`config.mk`:
```
export PLATFORM = sky130hd
export DESIGN_NAME = down_counter_underflow
export DESIGN_NICKNAME = d
export VERILOG_FILES = /design/src/rtl/down_counter_pkg.sv /design/src/rtl/down_counter_underflow.sv
export SDC_FILE = /design/constraint.sdc
export NUM_CORES = 1
export LEC_CHECK = 0
export CORE_AREA = 8 8 45 47
export CTS_CLUSTER_DIAMETER = 120
export CTS_CLUSTER_SIZE = 20
export DETAILED_ROUTE_END_ITERATION = 16
export DIE_AREA = 0 0 53 55
export GPL_TIMING_DRIVEN = 0
export HOLD_SLACK_MARGIN = 0.02
export SLEW_MARGIN = 25
export SYNTH_ARGS = -nofsm -noshare
export SYNTH_HDL_FRONTEND = slang
export SYNTH_SLANG_ARGS = --single-unit
```
`constraint.sdc`:
```
create_clock -name clk -period 1.65 [get_ports clk]
set_clock_uncertainty 0.1 [all_clocks]
set_input_delay 0.33 -clock clk [delete_from_list [all_inputs] [get_ports clk]]
set_output_delay 0.33 -clock clk [all_outputs]
set_load 0.02 [all_outputs]
```
`src/rtl/down_counter_pkg.sv`:
```
// Shared types and defaults for the loadable down-counter with underflow reporting.
package down_counter_pkg;

  typedef enum logic [0:0] {
    ST_IDLE = 1'b0,
    ST_RUN  = 1'b1
  } dc_state_t;

  localparam int DC_DEFAULT_WIDTH = 4;

endpackage : down_counter_pkg

```
`src/rtl/down_counter_underflow.sv`:
```
// Loadable WIDTH-bit down-counter with IDLE/RUN run control, sticky underflow flag and pulse.
// Define DOWN_COUNTER_AUTO_RELOAD_EN to reload the last loaded value on underflow instead of wrapping.
module down_counter_underflow
  import down_counter_pkg::*;
#(
  parameter int WIDTH = DC_DEFAULT_WIDTH
) (
  input  logic             clk,
  input  logic             reset,
  input  logic             load,
  input  logic [WIDTH-1:0] load_value,
  input  logic             start,
  input  logic             stop,
  input  logic             enable,
  input  logic             clear,
  output logic [WIDTH-1:0] counter_out,
  output logic             running_out,
  output logic             underflow_out,
  output logic             underflow_pulse
);

  dc_state_t        state_q, state_d;
  logic [WIDTH-1:0] count_q, count_d;
  logic             flag_q, flag_d;
  logic             pulse_q, pulse_d;
  logic             dec;
  logic             uf_event;
  logic [WIDTH-1:0] wrap_value;

`ifdef DOWN_COUNTER_AUTO_RELOAD_EN
  logic [WIDTH-1:0] reload_q, reload_d;

  assign reload_d   = load ? load_value : reload_q;
  assign wrap_value = reload_q;

  always_ff @(posedge clk or negedge reset) begin
    if (!reset) begin
      reload_q <= '0;
    end else begin
      reload_q <= reload_d;
    end
  end
`else
  assign wrap_value = '1;
`endif

  // Decrement qualifies on the current state, so a stop in the same cycle still counts.
  assign dec      = (state_q == ST_RUN) && enable && !load;
  assign uf_event = dec && (count_q == '0);

  // NOTE: every always_comb output gets a default first so no path leaves it unassigned (no latch).
  always_comb begin
    state_d = state_q;
    if (stop) begin
      state_d = ST_IDLE;
    end else if (start) begin
      state_d = ST_RUN;
    end

    count_d = count_q;
    if (load) begin
      count_d = load_value;
    end else if (uf_event) begin
      count_d = wrap_value;
    end else if (dec) begin
      count_d = count_q - WIDTH'(1);
    end

    // Set beats clear so an underflow is never lost.
    flag_d = flag_q;
    if (load) begin
      flag_d = 1'b0;
    end else if (uf_event) begin
      flag_d = 1'b1;
    end else if (clear) begin
      flag_d = 1'b0;
    end

    pulse_d = uf_event;
  end

  // NOTE: sequential state uses non-blocking assignments so all registers update together at the edge.
  always_ff @(posedge clk or negedge reset) begin
    if (!reset) begin
      state_q <= ST_IDLE;
      count_q <= '0;
      flag_q  <= 1'b0;
      pulse_q <= 1'b0;
    end else begin
      state_q <= state_d;
      count_q <= count_d;
      flag_q  <= flag_d;
      pulse_q <= pulse_d;
    end
  end

  assign counter_out     = count_q;
  assign running_out     = (state_q == ST_RUN);
  assign underflow_out   = flag_q;
  assign underflow_pulse = pulse_q;

endmodule : down_counter_underflow

```
==> results of run 1 <==
[synth_stat cells, drive strengths merged]
cell type and n:
nand2b 1, nand2 3, o21bai 1, nor3b 1
ha 1, inv 2, and3b 1, a21oi 4
xor2 1, a21o 1, a311oi 1, o31ai 2
nand3b 1, and4 1, dfrtp 7, nand3 2
o21ai 1, clkbuf 1, nor2 4
[worst max-delay path by stage]
stage / start / to
final: underflow_pulse / underflow_pulse
after CTS: underflow_out / underflow_out
after detailed placement: enable / counter_out[3]
after floorplan: counter_out[0] / counter_out[3]
after global routing: underflow_pulse / underflow_pulse
after global placement: enable / counter_out[3]
[flip-flops by register name, summed over array words and instances, names as in the netlist]
register and flops:
counter_out 4, running_out 1, underflow_pulse 1, underflow_out 1
[repair_timing]
action / in CTS / in global routing
gates cloned: 0 / 0
pin swaps: 0 / 0
setup endpoints to repair: 5 / 1
resized for setup: 5 / 1
[cell type report]
class                           count  area share
Sequential cell                     7       0.316
Multi-Input combinational cell     26       0.298
Timing Repair Buffer               16       0.282
Clock buffer                        4      0.0474
Tap cell                           16      0.0361
Inverter                            2      0.0135
Buffer                              1     0.00677
[cell families after synthesis]
logic type | synth area share
xor+xnor | 0.0249
buf+inv | 0.0320
flops | 0.498
fa+ha+maj | 0.0356
simple gates | 0.214
compound gates | 0.196
[stage by stage]
| step | area [um^2] | hold WS (ps) |
|---|---|---|
| 2_1_floorplan | 352 | -65.6 |
| 3_3_place_gp | 532 | 427 |
| 3_5_place_dp | 532 | 432 |
| 4_1_cts | 552 | 241 |
| 5_1_grt | 554 | 248 |
| 6_report | 554 | 245 |
[worst register-to-register path, stage by stage (launching register included)]
cell and delay (ps):
dfrtp_1 420, inv_1 90, ha_1 200, nor3b_1 220, nor2_1 80, o31ai_1 210
[routing by layer]
metal / up-vias / wire length, um / share of wire / track usage
met5: - / 0 / 0 / 0
met2: 12 / 396 / 0.45 / 0.111
met4: 0 / 0 / 0 / 0.0388
met3: 0 / 102 / 0.11 / 0.0535
li1: 170 / - / - / -
met1: 154 / 388 / 0.44 / 0.0740
[where the power goes]
group	internal, mW	switching, mW	total (mW)
Clock	0.0923	0.0637	0.156
Combinational	0.0533	0.0510	0.104
Sequential	0.185	0.0159	0.201
==> metrics.txt, run 1 <==
post-synthesis sequential area ratio=0.498; most common cell after layout, fill and taps aside=clkdlybuf4s50_1; Final ANT Viol Nets=0; P_leak=0.270 nW; Peak supply drop=331 uV; routed wire length=slightly below 900 um; syn avg cell area=slightly below 10 um^2; initial antenna violation count=0; vias in the first global route=between 300 and 400; yosys warns=0; CP Launch Type=register; synthesized cell area=between 300 and 400 um^2; max cap viols=0; endpoints failing hold=0; Mapped Cells=36; Slowest-stage cell, CP=clkdlybuf4s50_1; Setup CP Type=register to output pin; critical path depth in cells=1; cells on worst reg2reg path=5; commonest non-fill, non-tap cells in the layout=clkdlybuf4s50_1, dfrtp_1, dlygate4sd2_1, nor2_1, a21oi_1; fraction of layout cells with a size suffix above 1=0.0714; crit path time final=around 1600 ps; Post-DP HPWL=roughly 700 um; Netlist cell types=20; status=finished clean; worst hold path class=input pin to async pin; htree depth=1; Slew Limit Fails=0; 1st-iter DRT viols=10; Nets=between 60 and 70; RR Startpoint=counter_out[0]; routed via count=around 340; setup ws final=64.3 ps; FF-to-FF End=counter_out[0]; DRC violations left=0; largest cells by area after synthesis=dfrtp_1, a21oi_1, nor2_1, ha_1, o31ai_2; Design Power=between 0.4 and 0.5 mW; Overflow after GRT=0; clk root buf=clkbuf_4; wire length per cell=around 12 um; Synth area leader=dfrtp_1; RSZ-0062 raised after global routing=no; antenna cells=0; Fillers=approximately 160; # setup viols final=0; Worst-Skew Late Latency=about 250 ps; CTS tree=built; die footprint=~2900 um^2; DR pass1 iterations=3; row count=14; Relative slew margins=0.705; Sink Count=7; Post-CTS Hold Buffers=0; Core Footprint=between 1000 and 1500 um^2; first-pass GRT wire length=about 1500 um; CTS Buffer Depth=2; port bufs=16; area of the multi-input gates=165 um^2; Total GRT Usage=0.0736; Arr. time, crit path=1160 ps; CP top delay family=buffers and inverters; Worst-Margin Slew=approximately 440 ps; dpl ws=23.3 ps; Layout area overhead=57.7%; fmax=roughly 630 MHz; largest net degree at the start of global routing=11; Yosys top cell area share=0.498; Die H=55 um; syn_nets=48; #FFs+latches synth=7; Cells after DPL=between 60 and 70; Critical Path End Type=output pin; GP Congestion=0.754; storage element area=approximately 180 um^2; Final Util=0.401; CP required=approximately 1200 ps; die width=about 53 um; Setup Buffers After CTS=0; Pwr Density=between 800 and 900 nW/um^2; DR vias/cell=4.67; Worst path max stage delay=approximately 600 ps; critical path, cell by cell=clkdlybuf4s50_1; Buffers & Inverters on Critical Path=1; IO Count=18; Setup TNS=0 ps; initial core utilization=0.254; period utilization=0.961; clock slew at reported path FFs=~50 ps; number of buffers created by CTS=3; crit-path max FO=1; R2R Setup Slk=about 240 ps; post-route insts no fill=around 70
(Power assumes the default switching activity.)
==> run 2, diff against run 1 <==
Settings changed: ABC_AREA set to 1.
Clock period 1.65 ns to 1.67 ns, I/O delays scaled along.
==> run 2 against run 1 <==
Against the previous run: sequential power barely moved; sequential share of layout area shrank 1.1 points; final cell count up 14%; global-route usage fell by 0.11 points; critical path depth unchanged; synthesized cell count increased by 25%; clock power barely moved; clock-buffer cell count decreased by 1; largest cell class unchanged.
==> metrics.txt, run 2 <==
P_leak=0.304 nW (+13%); most common cell after layout, fill and taps aside=nand2_1; Final Util=0.415 (+0.0145); IO Count=18 (unchanged); fraction of layout cells with a size suffix above 1=0.0909 (+0.0195); die width=53 um (unchanged); Peak supply drop=431 uV (+30%); 1st-iter DRT viols=5 (-5); Synth top cells by count=nand2_1, dfrtp_1, nor2_1; placed inst area=548 um^2 (+3.1%); row count=14 (unchanged); Core Footprint=1380 um^2 (unchanged); die footprint=2920 um^2 (unchanged); initial antenna violation count=0 (unchanged); prevailing post-synth register cell=dfrtp_1; Setup Buffers After CTS=0 (unchanged); first-pass GRT wire length=1560 um (+4.1%); clock slew at reported path FFs=60 ps (about the same); period utilization=0.862; Setup CP Type=register to output pin; post-synthesis sequential area ratio=0.490 (-0.00871); synthesized cell area=358 um^2 (+1.8%); GP Congestion=0.712 (-5.6%); Total GRT Usage=0.0725 (-0.00110); Post-DP HPWL=780 um (+14%); htree depth=1 (unchanged); worst hold path class=input pin to async pin; DRC violations left=0 (unchanged); Setup TNS=0 ps (unchanged); Worst-Margin Slew=356 ps (-86.5 ps); commonest non-fill, non-tap cells in the layout=nand2_1, clkdlybuf4s50_1, nor2_1, dfrtp_1, dlygate4sd2_1; #FFs+latches synth=7 (unchanged); Buffers & Inverters on Critical Path=1 (unchanged); Fillers=153 (-1.3%); Final ANT Viol Nets=0 (unchanged); routed via count=364 (+8.3%); routed wire length=976 um (+10%); setup ws final=230 ps (+166 ps); RSZ-0062 raised after global routing=no; critical path, cell by cell=dlygate4sd2_1; # setup viols final=0 (unchanged); Nets=79 (+14%); final non-filler cell area=574 um^2 (+3.6%); CTS Buffer Depth=2 (unchanged); Largest register FFs=4 (unchanged); number of synthesized flops with an enable pin=0 (unchanged); syn avg cell area=7.95 um^2 (-19%); yosys warns=0 (unchanged); CP required=1240 ps (+20 ps); Worst path max stage delay=410 ps (-190 ps); Yosys top cell area share=0.490 (-0.00871); Synth area leader=dfrtp_1; most numerous cell in the Yosys netlist=nand2_1; max cap viols=0 (unchanged); DR vias/cell=4.44 (-4.9%); CP top delay family=flip-flops; storage element area=175 um^2 (unchanged); wire length per cell=11.9 um (-3.4%); Critical Path End Type=output pin; endpoints failing hold=0 (unchanged); Sink Count=7 (unchanged); clk root buf=clkbuf_4; syn_nets=57 (+19%); Overflow after GRT=0 (unchanged); Worst-Skew Late Latency=260 ps (about the same); largest cells by area after synthesis=dfrtp_1, nand2_1, nor2_1, nand3_1, inv_1; Arr. time, crit path=1010 ps (-150 ps); dpl ws=117 ps (+93.7 ps); initial core utilization=0.259 (+0.00452); number of buffers created by CTS=3 (unchanged); area of the multi-input gates=164 um^2 (-0.76%); CTS tree=built; Netlist cell types=14 (-30%); status=finished clean; crit path time final=1440 ps; Mapped Cells=45 (+25%); largest net degree at the start of global routing=9 (-2); Layout area overhead=60.5%; Die H=55 um (unchanged); Slew Limit Fails=0 (unchanged); Pwr Density=839 nW/um^2 (+0.93%); antenna cells=0 (unchanged); fmax=695 MHz; crit-path max FO=4 (+3); Relative slew margins=0.762 (+0.0570); vias in the first global route=377 (+8.3%); Post-synth ARST share=1.00 (unchanged); port bufs=17 (+1); DR pass1 iterations=2 (-1); CP Launch Type=register; Slowest-stage cell, CP=dfrtp_1; Post-CTS Hold Buffers=0 (unchanged)
## run 2: through the flow
| stage | std cells | hold WS, ps | power, mW |
|---|---|---|---|
| final | 82 | 247 | 0.482 |
| after global routing | 82 | 265 | 0.517 |
| after CTS | 82 | 258 | 0.489 |
| after global placement | 78 | 437 | 0.339 |
| after detailed placement | 78 | 443 | 0.341 |
| after floorplan | 45 | -61.6 | 0.270 |
## run 2: logic make-up (layout without fill, tap and decap cells)
group	after synthesis	count (layout)	share of synthesized area
AO/OA/AOI/OAI	6	6	0.101
XOR/XNOR	1	1	0.0245
adder cells (fa/ha/maj)	1	1	0.0350
buffers and inverters	5	26	0.0524
flip-flops	7	7	0.490
AND/OR/NAND/NOR	25	25	0.297
## run 2: final timing paths
kind | startpoint | endpoint | slack [ps] | cells after the start
worst max register to register | counter_out[0] | counter_out[3] | 360 | 6
max in group asynchronous | reset | counter_out[3] | 950 | 1
worst max-delay path | counter_out[2] | counter_out[2] | 230 | 1
min in group clk | running_out | running_out | 450 | 2
worst min-delay path | reset | running_out | 250 | 1
worst min register to register | running_out | running_out | 450 | 2
## run 2: metal layers
| layer | global-route usage | up-vias | routed length [um] |
|---|---|---|---|
| met5 | 0 | - | 0 |
| met4 | 0.0388 | 0 | 0 |
| met3 | 0.0374 | 0 | 105 |
| met2 | 0.115 | 14 | 439 |
| met1 | 0.0770 | 164 | 432 |
| li1 | - | 186 | - |
## run 2: layout make-up
cell class	instances	area share
Sequential cell	7	0.305
Timing Repair Buffer	17	0.294
Multi-Input combinational cell	33	0.285
Clock buffer	3	0.0392
Tap cell	16	0.0349
Inverter	5	0.0327
Clock inverter	1	0.00871
## run 2: power by group
| group | leakage (nW) | internal, mW | switching [mW] |
|---|---|---|---|
| Sequential | 0.0863 | 0.185 | 0.0142 |
| Clock | 0.0177 | 0.0878 | 0.0705 |
| Combinational | 0.200 | 0.0583 | 0.0660 |
| Total | 0.304 | 0.331 | 0.151 |
## run 2: what timing repair did
action                                  in CTS  in global routing
gates resized for setup                      5                  2
endpoints found under the setup margin       5                  2
hold endpoints to repair                     0                  0
==> run 3, diff against run 2 <==
Settings changed: CAP_MARGIN set to 40.
==> results of run 3 <==
The final DEF is identical to that of run 2; final timing and power are the same.
